## src/rtl/rv_pkg.sv

```systemverilog
// Shared types and helpers for the RV32IM core memory-side blocks.
package rv_pkg;

    localparam int unsigned XLEN        = 32;
    localparam int unsigned SRAM_WAIT_W = 4;

    typedef enum logic [2:0] {
        ST_IDLE,
        ST_READ,
        ST_WSETUP,
        ST_WPULSE,
        ST_WHOLD,
        ST_RESP
    } sram_state_t;

    // Number of SRAM beats needed to move one core word.
    function automatic int unsigned sram_beats(input int unsigned xlen, input int unsigned w);
        return xlen / w;
    endfunction

endpackage

```

## src/rtl/rv_sram_ctrl.sv

```systemverilog
// Asynchronous-SRAM controller: splits each core word into SRAM beats with
// programmable wait cycles and skips write beats with no enabled lanes.
// Optional macro RV_SRAM_RANGE_ERR_EN adds data_err_o for out-of-range requests.
module rv_sram_ctrl
    import rv_pkg::*;
#(
    parameter int unsigned SRAM_ADDR_WIDTH = 20,
    parameter int unsigned SRAM_DATA_WIDTH = 16,
    parameter int unsigned WAIT_CYCLES     = 1
) (
    input  logic                         clk_i,
    input  logic                         arst_i,
    input  logic                         data_req_i,
    output logic                         data_gnt_o,
    input  logic                         data_we_i,
    input  logic [XLEN/8-1:0]            data_be_i,
    input  logic [XLEN-1:0]              data_addr_i,
    input  logic [XLEN-1:0]              data_wdata_i,
    output logic                         data_rvalid_o,
    output logic [XLEN-1:0]              data_rdata_o,
    output logic [SRAM_ADDR_WIDTH-1:0]   sram_addr,
    input  logic [SRAM_DATA_WIDTH-1:0]   sram_data_i,
    output logic [SRAM_DATA_WIDTH-1:0]   sram_data_o,
    output logic                         sram_data_oe,
    output logic                         sram_ce_n,
    output logic                         sram_oe_n,
    output logic                         sram_we_n,
    output logic [SRAM_DATA_WIDTH/8-1:0] sram_be_n
`ifdef RV_SRAM_RANGE_ERR_EN
    ,
    output logic                         data_err_o
`endif
);

    localparam int unsigned W        = SRAM_DATA_WIDTH;
    localparam int unsigned LW       = W / 8;
    localparam int unsigned XB       = XLEN / 8;
    localparam int unsigned N        = sram_beats(XLEN, W);
    localparam int unsigned OFF      = $clog2(XB);
    localparam int unsigned BW       = (N > 1) ? $clog2(N) : 1;
    localparam int unsigned AW       = SRAM_ADDR_WIDTH;
    localparam int unsigned CAP_BITS = AW + $clog2(LW);

    localparam logic [SRAM_WAIT_W-1:0] WAIT_LAST = SRAM_WAIT_W'(WAIT_CYCLES);
    localparam logic [BW-1:0]          LAST_BEAT = BW'(N - 1);

    // Transaction context
    sram_state_t             state_q, state_d;
    logic [BW-1:0]           beat_q, beat_d;
    logic [SRAM_WAIT_W-1:0]  wait_q, wait_d;
    logic                    we_q, we_d;
    logic [XB-1:0]           be_q, be_d;
    logic [XLEN-1:0]         wdata_q, wdata_d;
    logic [AW-1:0]           base_q, base_d;
    logic [XLEN-1:0]         rbuf_q, rbuf_d;
    logic                    err_q, err_d;

    // Registered outputs
    logic [AW-1:0]           addr_q, addr_d;
    logic [W-1:0]            dout_q, dout_d;
    logic                    doe_q, doe_d;
    logic                    ce_n_q, ce_n_d;
    logic                    oe_n_q, oe_n_d;
    logic                    we_n_q, we_n_d;
    logic [LW-1:0]           be_n_q, be_n_d;
    logic                    rvalid_q, rvalid_d;
    logic [XLEN-1:0]         rdata_q, rdata_d;
    logic                    erro_d;

    logic [XLEN-1:0]         word_idx;
    logic [BW:0]             fb;

    // First beat at or after 'start' whose lane slice has any byte enabled.
    function automatic logic [BW:0] find_beat(input logic [XB-1:0] be, input int unsigned start);
        logic          found;
        logic [BW-1:0] idx;
        found = 1'b0;
        idx   = '0;
        for (int unsigned i = 0; i < N; i++) begin
            if (!found && (i >= start) && (|be[i*LW +: LW])) begin
                found = 1'b1;
                idx   = BW'(i);
            end
        end
        return {found, idx};
    endfunction

    assign data_gnt_o = (state_q == ST_IDLE);

    // Next-state, beat/wait counters and read-word assembly.
    always_comb begin
        state_d  = state_q;
        beat_d   = beat_q;
        wait_d   = wait_q;
        we_d     = we_q;
        be_d     = be_q;
        wdata_d  = wdata_q;
        base_d   = base_q;
        rbuf_d   = rbuf_q;
        err_d    = err_q;
        word_idx = (data_addr_i >> OFF) * XLEN'(N);
        fb       = '0;
        unique case (state_q)
            ST_IDLE: begin
                if (data_req_i) begin
                    we_d    = data_we_i;
                    be_d    = data_be_i;
                    wdata_d = data_wdata_i;
                    base_d  = AW'(word_idx);
                    rbuf_d  = '0;
                    err_d   = 1'b0;
                    wait_d  = '0;
                    beat_d  = '0;
                    if (data_we_i) begin
                        fb = find_beat(data_be_i, 0);
                        if (fb[BW]) begin
                            state_d = ST_WSETUP;
                            beat_d  = fb[BW-1:0];
                        end else begin
                            state_d = ST_RESP;
                        end
                    end else begin
                        state_d = ST_READ;
                    end
`ifdef RV_SRAM_RANGE_ERR_EN
                    if (|(data_addr_i >> CAP_BITS)) begin
                        err_d   = 1'b1;
                        state_d = ST_RESP;
                    end
`endif
                end
            end
            ST_READ: begin
                if (wait_q == WAIT_LAST) begin
                    rbuf_d[beat_q*W +: W] = sram_data_i;
                    wait_d = '0;
                    if (beat_q == LAST_BEAT) begin
                        state_d = ST_RESP;
                    end else begin
                        beat_d = beat_q + 1'b1;
                    end
                end else begin
                    wait_d = wait_q + 1'b1;
                end
            end
            ST_WSETUP: begin
                state_d = ST_WPULSE;
                wait_d  = SRAM_WAIT_W'(1);
            end
            ST_WPULSE: begin
                if (wait_q == WAIT_LAST) begin
                    state_d = ST_WHOLD;
                end else begin
                    wait_d = wait_q + 1'b1;
                end
            end
            ST_WHOLD: begin
                fb = find_beat(be_q, {{(32-BW){1'b0}}, beat_q} + 32'd1);
                if (fb[BW]) begin
                    state_d = ST_WSETUP;
                    beat_d  = fb[BW-1:0];
                end else begin
                    state_d = ST_RESP;
                end
            end
            ST_RESP: begin
                state_d = ST_IDLE;
            end
            default: begin
                state_d = ST_IDLE;
            end
        endcase
    end

    // Outputs are decoded from the upcoming state so that the registers
    // present each state's bus values during that state's own cycles.
    always_comb begin
        addr_d   = '0;
        dout_d   = '0;
        doe_d    = 1'b0;
        ce_n_d   = 1'b1;
        oe_n_d   = 1'b1;
        we_n_d   = 1'b1;
        be_n_d   = '1;
        rvalid_d = 1'b0;
        rdata_d  = '0;
        erro_d   = 1'b0;
        unique case (state_d)
            ST_READ: begin
                ce_n_d = 1'b0;
                oe_n_d = 1'b0;
                be_n_d = '0;
                addr_d = base_d + AW'(beat_d);
            end
            ST_WSETUP, ST_WHOLD: begin
                ce_n_d = 1'b0;
                doe_d  = 1'b1;
                addr_d = base_d + AW'(beat_d);
                dout_d = wdata_d[beat_d*W +: W];
            end
            ST_WPULSE: begin
                ce_n_d = 1'b0;
                doe_d  = 1'b1;
                we_n_d = 1'b0;
                addr_d = base_d + AW'(beat_d);
                dout_d = wdata_d[beat_d*W +: W];
                be_n_d = ~be_d[beat_d*LW +: LW];
            end
            ST_RESP: begin
                rvalid_d = 1'b1;
                rdata_d  = (we_d || err_d) ? '0 : rbuf_d;
                erro_d   = err_d;
            end
            default: begin
            end
        endcase
    end

    // State, context and output registers with asynchronous reset.
    always_ff @(posedge clk_i or posedge arst_i) begin
        if (arst_i) begin
            state_q  <= ST_IDLE;
            beat_q   <= '0;
            wait_q   <= '0;
            we_q     <= 1'b0;
            be_q     <= '0;
            wdata_q  <= '0;
            base_q   <= '0;
            rbuf_q   <= '0;
            err_q    <= 1'b0;
            addr_q   <= '0;
            dout_q   <= '0;
            doe_q    <= 1'b0;
            ce_n_q   <= 1'b1;
            oe_n_q   <= 1'b1;
            we_n_q   <= 1'b1;
            be_n_q   <= '1;
            rvalid_q <= 1'b0;
            rdata_q  <= '0;
        end else begin
            state_q  <= state_d;
            beat_q   <= beat_d;
            wait_q   <= wait_d;
            we_q     <= we_d;
            be_q     <= be_d;
            wdata_q  <= wdata_d;
            base_q   <= base_d;
            rbuf_q   <= rbuf_d;
            err_q    <= err_d;
            addr_q   <= addr_d;
            dout_q   <= dout_d;
            doe_q    <= doe_d;
            ce_n_q   <= ce_n_d;
            oe_n_q   <= oe_n_d;
            we_n_q   <= we_n_d;
            be_n_q   <= be_n_d;
            rvalid_q <= rvalid_d;
            rdata_q  <= rdata_d;
        end
    end

`ifdef RV_SRAM_RANGE_ERR_EN
    logic erro_q;

    // Range-error flag, asserted only in the response cycle.
    always_ff @(posedge clk_i or posedge arst_i) begin
        if (arst_i) begin
            erro_q <= 1'b0;
        end else begin
            erro_q <= erro_d;
        end
    end

    assign data_err_o = erro_q;
`else
    logic unused_erro;
    assign unused_erro = erro_d;
`endif

    assign sram_addr     = addr_q;
    assign sram_data_o   = dout_q;
    assign sram_data_oe  = doe_q;
    assign sram_ce_n     = ce_n_q;
    assign sram_oe_n     = oe_n_q;
    assign sram_we_n     = we_n_q;
    assign sram_be_n     = be_n_q;
    assign data_rvalid_o = rvalid_q;
    assign data_rdata_o  = rdata_q;

endmodule

```

## config.mk

```make
export PLATFORM = sky130hd
export DESIGN_NAME = rv_sram_ctrl
export DESIGN_NICKNAME = d
export VERILOG_FILES = /design/src/rtl/rv_pkg.sv /design/src/rtl/rv_sram_ctrl.sv
export SDC_FILE = /design/constraint.sdc
export NUM_CORES = 1
export LEC_CHECK = 0
export ABC_CLOCK_PERIOD_IN_PS = 13100
export BUFFER_PORTS_ARGS = -buffer_cell sky130_fd_sc_hd__buf_2
export CAP_MARGIN = 30
export CORE_MARGIN = 2
export CORE_UTILIZATION = 50
export DETAILED_ROUTE_END_ITERATION = 10
export GPL_TIMING_DRIVEN = 0
export HOLD_SLACK_MARGIN = 0.15
export PLACE_DENSITY = 0.84
export SLEW_MARGIN = 25
export SYNTH_ARGS = -nofsm -noshare
export SYNTH_HDL_FRONTEND = slang
export SYNTH_SLANG_ARGS = --single-unit
export TNS_END_PERCENT = 100
```

## constraint.sdc

```tcl
create_clock -name clk_i -period 13.1 [get_ports clk_i]
set_input_delay 0.655 -clock clk_i [delete_from_list [all_inputs] [get_ports clk_i]]
set_output_delay 0.655 -clock clk_i [all_outputs]
set_load 0.01 [all_outputs]
```

==> results of run 1 <==
==> routing by layer <==
layer / global-route usage / vias to the layer above
li1: - / 2600
met1: 0.339 / 2753
met2: 0.380 / 250
met3: 0.0673 / 41
met4: 0.104 / 0
met5: 0 / -
==> flip-flops by register name, summed over array words and instances (netlist names) <==
name / flops
base_q: 20
be_q: 4
beat_q: 1
data_rdata_o: 32
data_rvalid_o: 1
err_q: 1
rbuf_q: 32
sram_addr: 20
sram_be_n: 2
sram_ce_n: 1
sram_data_o: 16
sram_data_oe: 1
sram_oe_n: 1
sram_we_n: 1
state_q: 3
wait_q: 4
wdata_q: 32
we_q: 1
==> worst max-delay path: stages, from the launching register on <==
cell      delay, ns
dfrtp_1        0.41
buf_2          0.20
nor4b_4        0.54
buf_2          0.40
a32oi_1        0.16
nand3_2        0.27
clkbuf_1       0.52
ha_1           0.24
clkbuf_1       0.37
o221ai_1       0.40
o311a_1        0.43
==> synth_stat cells (all sizes together), types with 3 or more instances <==
cell type / number
a21oi: 19
a22o: 16
and2: 5
and3: 4
buf: 20
clkbuf: 14
dfrtp: 168
dfstp: 5
ha: 4
inv: 16
mux2: 7
mux2i: 17
nand2: 176
nand2b: 5
nand3: 38
nand4: 4
nor2: 34
nor2b: 17
nor3: 16
nor3b: 5
nor4: 5
nor4b: 3
o211a: 7
o211ai: 3
o21ai: 11
o221ai: 3
xnor2: 3
xor2: 7
==> power breakdown <==
| part | switching, W | internal (W) |
|---|---|---|
| logic | 0.000509 | 0.000292 |
| registers | 0.0000701 | 0.000726 |
| clock network | 0.000217 | 0.000284 |
| total | 0.000796 | 0.00130 |
==> worst max path at each step <==
stage | endpoint | slack [ns] | cells after the start
final | sram_addr[19]$_DFF_PP0_ | 9.04 | 10
after global routing | sram_addr[19]$_DFF_PP0_ | 8.86 | 10
after CTS | sram_addr[19]$_DFF_PP0_ | 9.07 | 10
after detailed placement | sram_addr[19]$_DFF_PP0_ | 8.91 | 10
after global placement | data_rdata_o[11]$_DFF_PP0_ | 6.03 | 2
after floorplan | base_q[0]$_DFF_PP0_ | 7.76 | 1
==> per-stage QoR <==
step	cells	setup WS, ns	cell area, µm²
2_1_floorplan	665	7.76	7110
3_3_place_gp	995	6.03	8090
3_5_place_dp	996	8.91	8120
4_1_cts	1028	9.07	8710
5_1_grt	1029	8.86	8710
6_report	1029	9.04	8710
==> layout make-up <==
class | instances | area (µm²)
buffer | 34 | 161
clock buffer | 18 | 429
sequential | 173 | 4340
antenna | 1 | 2.50
clock inverter | 14 | 156
timing repair buffer | 151 | 778
inverter | 16 | 67.6
multi-input combinational | 442 | 2550
tap | 180 | 225
fill | 1145 | 5170
==> cell families (layout without fill, tap and decap cells) <==
group,after synthesis,count (layout),share of synthesized area
AND/OR/NAND/NOR,319,319,0.210
flip-flops,173,173,0.610
AO/OA/AOI/OAI,85,85,0.0924
buffers and inverters,50,233,0.0312
multiplexers,24,24,0.0368
XOR/XNOR,10,10,0.0123
adder cells (fa/ha/maj),4,4,0.00704
other,0,1,0
==> flow_summary.toml, run 1 <==
[placed_design]
dpl.hpwl_mm = 11.9
io_buffer_count = 150
gp_congestion = 0.928

[global_routing]
grt_pass1_wl_mm = 28.5
antenna_found_initial = 1
gr-usage-all-layers = 0.249
grt_pass1_vias = 5611
grt_overflow = 0
grt_max_degree = 95

[routing]
drt_wl_total_mm = 17.7
wl_per_cell_um = 17.2
wl_met2_mm = 8.48
ant_nets = 0
wl_met1_mm = 7.40
via_per_inst = 5.48
dr.max_layer_used = "met4"
drt-pass1-iter-count = 6
wl_met3_mm = 1.32
drt-initial-drc-count = 482
num_vias = 5644
drc = 0

[synth]
ys_seq_elements = 173
syn_area_mm2 = 0.00711
ys.flop_type = "dfrtp_1"
avgSynthCellArea_um2 = 10.7
synth.top_cell.area_share = 0.591
ys_warn_count = 0
syn_inst = 665
ys_seq_area_frac = 0.610
synth-async-reset-ratio = 1.00
synth_edf_count = 0
synthDistinctLibCells = 67
synth.largest_area_cell = "dfrtp_1"
synth_area_leaders = "dfrtp_1 59%, nand2_1 9.3%, nand3_1 2.6%, mux2i_1 2.3%, a22o_1 2.0%"
syn_nets = 757

[cts]
clk_path_buf_depth = 2
cts_buffers = 17
root_buffer = "clkbuf_16"
clk_pin_slew_worst_paths_ns = 0.07
insertion_delay_ns = 0.43
cts.sinks = 173
h-tree-depth = 4
tritoncts = "done"
cts-resized-gates = 0
ctsHoldBuffers = 0
post_cts_buffers = 0

[cells_and_area]
final_common_cell = "nand2_1"
final_util = 0.627
nNetsFinal = 927
area_delta_synth_final_pct = 22.5
drive_gt1_frac = 0.269
mostFrequentLayoutCells = "176 x nand2_1, 168 x dfrtp_1, 165 x buf_2"

[hold_path]
hold_path.class = "in2async"

[sta]
rsz0062_at_grt = "no"
setup_viol = 0
tightest_slew_ns = 0.871
timing.slew.headroom = 0.416
fin_crit_ns = 4.06
fin_tns_setup_ns = 0
finClkSkew_ns = 0.00991
finalHoldViolations = 0
max_freq_mhz = 246
slew_violations = 0
post-route-period-util = 0.310
whs_ns = 0.341

[setup_path]
cp_max_fo = 12
criticalPathCategory = "reg2reg"
cp.arrival_ns = 4.37
rrSetupSlack_ns = 9.04
reg2reg_depth = 10
endpoint_kind = "register"
timing.rr.end = "sram_addr[19]$_DFF_PP0_"
worstPathRequired_ns = 13.41
start_kind = "register"
timing.rr.start = "state_q[0]$_DFF_PP0_"
worstSetupStartpoint = "state_q[0]$_DFF_PP0_"

[power]
powerDensity_mw_per_mm2 = 241
power_w = 0.00210
ir_drop_uv = 121
p_leak_nw = 4.56

[floorplanning]
core_area_mm2 = 0.0139
die_w_um = 123
ios = 164
die_h_um = 123
floorplan.initialDensity = 0.512
dieArea_mm2 = 0.0152
fp-row-count = 43

[run]
drv_cap = 0

[run_status]
status = "completed"
Power figures use the tool's default switching activity.
==> inputs of run 2 (changes only) <==
--- a/config.mk
+++ b/config.mk
@@ -5,15 +5,15 @@
 export SDC_FILE = /design/constraint.sdc
 export NUM_CORES = 1
 export LEC_CHECK = 0
-export ABC_CLOCK_PERIOD_IN_PS = 13100
+export ABC_CLOCK_PERIOD_IN_PS = 3650
 export BUFFER_PORTS_ARGS = -buffer_cell sky130_fd_sc_hd__buf_2
 export CAP_MARGIN = 30
 export CORE_MARGIN = 2
-export CORE_UTILIZATION = 50
+export CORE_UTILIZATION = 49
 export DETAILED_ROUTE_END_ITERATION = 10
 export GPL_TIMING_DRIVEN = 0
 export HOLD_SLACK_MARGIN = 0.15
-export PLACE_DENSITY = 0.84
+export PLACE_DENSITY = 0.86
 export SLEW_MARGIN = 25
 export SYNTH_ARGS = -nofsm -noshare
 export SYNTH_HDL_FRONTEND = slang
==> constraint.sdc (replaced) <==
create_clock -name clk_i -period 3.65 [get_ports clk_i]
set_input_delay 0.1825 -clock clk_i [delete_from_list [all_inputs] [get_ports clk_i]]
set_output_delay 0.1825 -clock clk_i [all_outputs]
set_load 0.01 [all_outputs]
==> run 2 against run 1 <==
Critical path depth fell by 2; combinational power rose to 3.8 times the previous value; wire length rose by 12%; worst setup slack got worse by 8.7 ns; final cell count rose by 7.6%; first-iteration DRC count rose by 27%; via count rose by 9.2%; power rose to 3.7 times the previous value; global-route usage rose by 1.1 points; utilization rose by 3.8 points; sequential cell count did not move; clock power rose to 3.8 times the previous value; critical path type unchanged; highest routed layer unchanged.
==> flow_summary.toml, run 2 (synthesis gave the netlist of run 1 again) <==
[run_status]
status = "completed"

[routing]
drc = 0
drt-pass1-iter-count = 5
drt-initial-drc-count = 610
via_per_inst = 5.57
ant_nets = 0
drt_wl_total_mm = 19.8
num_vias = 6164
wl_per_cell_um = 17.9

[floorplanning]
floorplan.initialDensity = 0.495
die_h_um = 124
ios = 164
die_w_um = 124
dieArea_mm2 = 0.0155
fp-row-count = 44
core_area_mm2 = 0.0144

[sta]
finClkSkew_ns = 0.0115
whs_ns = 0.218
post-route-period-util = 0.916
timing.slew.headroom = 0.394
rsz0062_at_grt = "no"
slew_violations = 0
tightest_slew_ns = 0.905
fin_tns_setup_ns = 0
max_freq_mhz = 299
setup_viol = 0
fin_crit_ns = 3.34
finalHoldViolations = 0

[cts]
h-tree-depth = 4
insertion_delay_ns = 0.44
root_buffer = "clkbuf_16"
tritoncts = "done"
clk_pin_slew_worst_paths_ns = 0.07
cts_buffers = 17
clk_path_buf_depth = 2
cts.sinks = 173

[setup_path]
cp-endpoint = "sram_addr[19]$_DFF_PP0_"
criticalPathCategory = "reg2reg"
cp_max_fo = 19
reg2reg_depth = 8
start_kind = "register"
rrSetupSlack_ns = 0.31
worstSetupStartpoint = "state_q[0]$_DFF_PP0_"
worstPathRequired_ns = 3.97
endpoint_kind = "register"
cp.arrival_ns = 3.66
timing.rr.end = "sram_addr[19]$_DFF_PP0_"
timing.rr.start = "state_q[0]$_DFF_PP0_"

[power]
ir_drop_uv = 505
p_leak_nw = 4.92
powerDensity_mw_per_mm2 = 812

[placed_design]
dpl.hpwl_mm = 12.3
gp_congestion = 0.937
io_buffer_count = 150
placed_area_mm2 = 0.00823

[global_routing]
grt_max_degree = 34
grt_pass1_wl_mm = 31.8
antenna_found_initial = 1
grt_overflow = 0
gr-usage-all-layers = 0.260
grt_pass1_vias = 6285

[cells_and_area]
drive_gt1_frac = 0.254
mostFrequentLayoutCells = "176 x nand2_1, 168 x dfrtp_1, 165 x buf_2"
area_delta_synth_final_pct = 34.5
final_util = 0.666
final_common_cell = "nand2_1"
design_area_mm2 = 0.00957
fillers = 997
nNetsFinal = 1002

[run]
drv_cap = 0

[hold_path]
hold_path.class = "in2reg"
==> run 2: changes by cell type in the layout (fill, tap and decap cells not counted), moves of 2 or more <==
cell           delta
clkbuf_1          -4
buf_12            +4
inv_6             -2
dlygate4sd3_1    +72
clkbuf_8          +2
inv_8             -2
==> run 2: area by class of cell <==
cell class              count  area, µm²  share of cell area
diodes                      1       2.50            0.000262
plain buffers              32        155              0.0162
clock buffers              19        453              0.0474
clock inverters            12        159              0.0166
inverters                  16       63.8             0.00667
multi-input cells         442       2560               0.268
flip-flops and latches    173       4340               0.453
well taps                 184        230              0.0241
repair buffers            228       1610               0.168
==> run 2: layer usage <==
metal  part of all wire  GRT usage
met3              0.074     0.0700
met4              0.039      0.118
met5                  0          0
met2               0.48      0.416
met1               0.40      0.331
==> run 2: per-stage QoR <==
| stage | setup WS [ns] | total power, W | cells |
|---|---|---|---|
| 2_1_floorplan | 0.707 | 0.00481 | 665 |
| 3_3_place_gp | -0.228 | 0.00560 | 999 |
| 3_5_place_dp | -0.263 | 0.00573 | 1005 |
| 4_1_cts | 0.140 | 0.00768 | 1107 |
| 5_1_grt | 0.145 | 0.00821 | 1107 |
| 6_report | 0.307 | 0.00776 | 1107 |
==> run 2: what timing repair did <==
item / CTS / global route
pin swaps: 0 / 0
resized for setup: 0 / 3
endpoints found under the setup margin: 5 / 4
setup buffers: 0 / 0
hold buffers: 72 / 0
hold endpoints to repair: 197 / 0
==> run 2: power by group <==
part / internal, W / switching (W)
Combinational: 0.00111 / 0.00189
Clock: 0.00111 / 0.000769
Sequential: 0.00261 / 0.000264
Total: 0.00484 / 0.00293
==> run 2: worst min-delay path by stage <==
| stage | startpoint | endpoint | cells past startpoint |
|---|---|---|---|
| floorplan | data_we_i | we_q$_DFF_PP0_ | 2 |
| global placement | data_wdata_i[30] | wdata_q[30]$_DFF_PP0_ | 3 |
| detailed placement | arst_i | sram_addr[5]$_DFF_PP0_ | 2 |
| CTS | data_req_i | rbuf_q[29]$_DFF_PP0_ | 4 |
| global route | data_req_i | rbuf_q[29]$_DFF_PP0_ | 4 |
| finish | data_req_i | rbuf_q[29]$_DFF_PP0_ | 4 |
==> run 2: worst max-delay path: stages, from the launching register on <==
cell	delay, ns
dfrtp_1	0.38
buf_2	0.19
nor4b_4	0.50
buf_2	0.38
a32oi_1	0.20
nand3_4	0.32
ha_1	0.46
o221ai_1	0.37
o311a_1	0.42
==> inputs of run 3 (changes only) <==
--- a/config.mk
+++ b/config.mk
@@ -6,14 +6,14 @@
 export NUM_CORES = 1
 export LEC_CHECK = 0
 export ABC_CLOCK_PERIOD_IN_PS = 3650
-export BUFFER_PORTS_ARGS = -buffer_cell sky130_fd_sc_hd__buf_2
 export CAP_MARGIN = 30
 export CORE_MARGIN = 2
-export CORE_UTILIZATION = 49
+export CORE_UTILIZATION = 50
 export DETAILED_ROUTE_END_ITERATION = 10
+export DONT_BUFFER_PORTS = 1
 export GPL_TIMING_DRIVEN = 0
 export HOLD_SLACK_MARGIN = 0.15
-export PLACE_DENSITY = 0.86
+export PLACE_DENSITY = 0.77
 export SLEW_MARGIN = 25
 export SYNTH_ARGS = -nofsm -noshare
 export SYNTH_HDL_FRONTEND = slang
==> run 3 against run 2 <==
Clock skew fell by 0.0045 ns; worst hold slack got worse by 0.035 ns; sequential power rose by 6%; utilization fell by 3.1 points; sequential share of layout area rose by 3.9 points; largest cell class unchanged; largest power group is now sequential cells.
==> flow_summary.toml, run 3 (synthesis gave the netlist of run 1 again) <==
[run_status]
status = "completed"

[global_routing]
grt_max_degree = 37
grt_overflow = 0
grt_pass1_wl_mm = 30.4
busiest_layer = "met2"
grt_use_met2 = 0.421
gr-usage-all-layers = 0.264
met3_usage = 0.0664
grt_use_met1 = 0.335
grt_pass1_vias = 5827
antenna_found_initial = 0

[setup_path]
timing.rr.start = "state_q[1]$_DFF_PP0_"
rrSetupSlack_ns = 0.22
endpoint_kind = "register"
worstSetupStartpoint = "state_q[1]$_DFF_PP0_"
cp.arrival_ns = 3.74
cp_max_fo = 10
start_kind = "register"
worstPathRequired_ns = 3.96
criticalPathCategory = "reg2reg"

[power]
powerDensity_mw_per_mm2 = 854
clockPowerShare = 0.247
netSwitchingFraction = 0.381
p_comb_frac = 0.351
ir_drop_uv = 402
p_leak_nw = 4.25
p_sw_w = 0.00287
seqPwrFrac = 0.402
p_int_w = 0.00466

[routing]
drt_wl_total_mm = 19.0
num_vias = 5552
wl_per_cell_um = 19.9
drt-pass1-iter-count = 5
drt-initial-drc-count = 424
drc = 0
ant_nets = 0
via_per_inst = 5.80

[cells_and_area]
instances_no_fill = 957
nNetsFinal = 856
final_util = 0.635
area_delta_synth_final_pct = 23.9
antenna_cells = 0
drive_gt1_frac = 0.111
mostFrequentLayoutCells = "176 x nand2_1, 168 x dfrtp_1, 74 x dlygate4sd3_1"
final_common_cell = "nand2_1"

[placed_design]
io_buffer_count = 0
dpl.hpwl_mm = 12.2
dpl.cell_count = 850
pre_cts_slack_ns = -0.285
gp_congestion = 0.949

[floorplanning]
floorplan.initialDensity = 0.512
die_w_um = 123
core_area_mm2 = 0.0139
ios = 164
die_h_um = 123
fp-row-count = 43
dieArea_mm2 = 0.0152

[sta]
fin_crit_ns = 3.43
whs_ns = 0.183
post-route-period-util = 0.940
timing.slew.headroom = 0.443
rsz0062_at_grt = "no"
max_freq_mhz = 292
slew_violations = 0
setup_slack_ns = 0.220
tightest_slew_ns = 0.831
fin_tns_setup_ns = 0
finalHoldViolations = 0
setup_viol = 0
finClkSkew_ns = 0.00697

[cts]
cts.sinks = 173
root_buffer = "clkbuf_16"
clk_pin_slew_worst_paths_ns = 0.06
insertion_delay_ns = 0.43
tritoncts = "done"
h-tree-depth = 4
cts_buffers = 17
clk_path_buf_depth = 2

[hold_path]
hold_path.class = "in2reg"
hold_start = "data_we_i"

[run]
drv_cap = 0
[run 3: worst max-delay path: stages, from the launching register on]
cell,delay (ns)
dfrtp_1,0.44
or4b_4,0.17
buf_6,0.13
buf_2,0.26
clkbuf_1,0.42
clkbuf_2,0.35
and2_1,0.22
ha_1,0.16
clkbuf_1,0.35
o221ai_1,0.37
o311a_1,0.43
[run 3: area by class of cell]
class                      count  area, µm²
clock inverter                11        130
inverter                      16       63.8
fill                        1011       5070
buffer                        33        159
clock buffer                  21        480
timing repair buffer          81        856
sequential                   173       4340
tap                          180        225
multi-input combinational    442       2560
[run 3: path summary, 6_finish.rpt]
check,end,depth (start not counted)
setup / recovery,sram_addr[19]$_DFF_PP0_,10
hold / removal,data_rdata_o[0]$_DFF_PP0_,4
setup reg to reg,sram_addr[19]$_DFF_PP0_,10
hold reg to reg,wdata_q[19]$_DFF_PP0_,2
max in group asynchronous,sram_ce_n$_DFF_PP1_,4
min in group asynchronous,data_rdata_o[12]$_DFF_PP0_,2
[run 3: power groups by stage]
| stage | Clock, W | Combinational (W) | Sequential [W] |
|---|---|---|---|
| CTS | 0.00188 | 0.00254 | 0.00302 |
| floorplan | 0 | 0.00187 | 0.00294 |
| finish | 0.00186 | 0.00264 | 0.00303 |
| global route | 0.00197 | 0.00292 | 0.00309 |
| global placement | 0 | 0.00234 | 0.00303 |
| detailed placement | 0 | 0.00247 | 0.00304 |
[run 3: per-stage QoR]
stage	power (W)	cell area, µm²
6_report	0.00753	8810
5_1_grt	0.00797	8810
4_1_cts	0.00744	8790
3_5_place_dp	0.00551	7440
3_3_place_gp	0.00537	7340
2_1_floorplan	0.00481	7110
[run 3: repair_timing]
item / CTS / global route
hold endpoints to repair: 200 / 0
setup endpoints to repair: 8 / 3
hold buffers: 74 / 0
setup buffers: 0 / 2
resized for setup: 0 / 3
pin swaps: 0 / 1
[run 3: metal layers]
layer	wire (µm)	part of all wire	vias up
met2	9290	0.49	275
li1	-	-	2452
met4	626	0.033	0
met3	1400	0.074	61
met1	7700	0.40	2764
met5	0	0	-
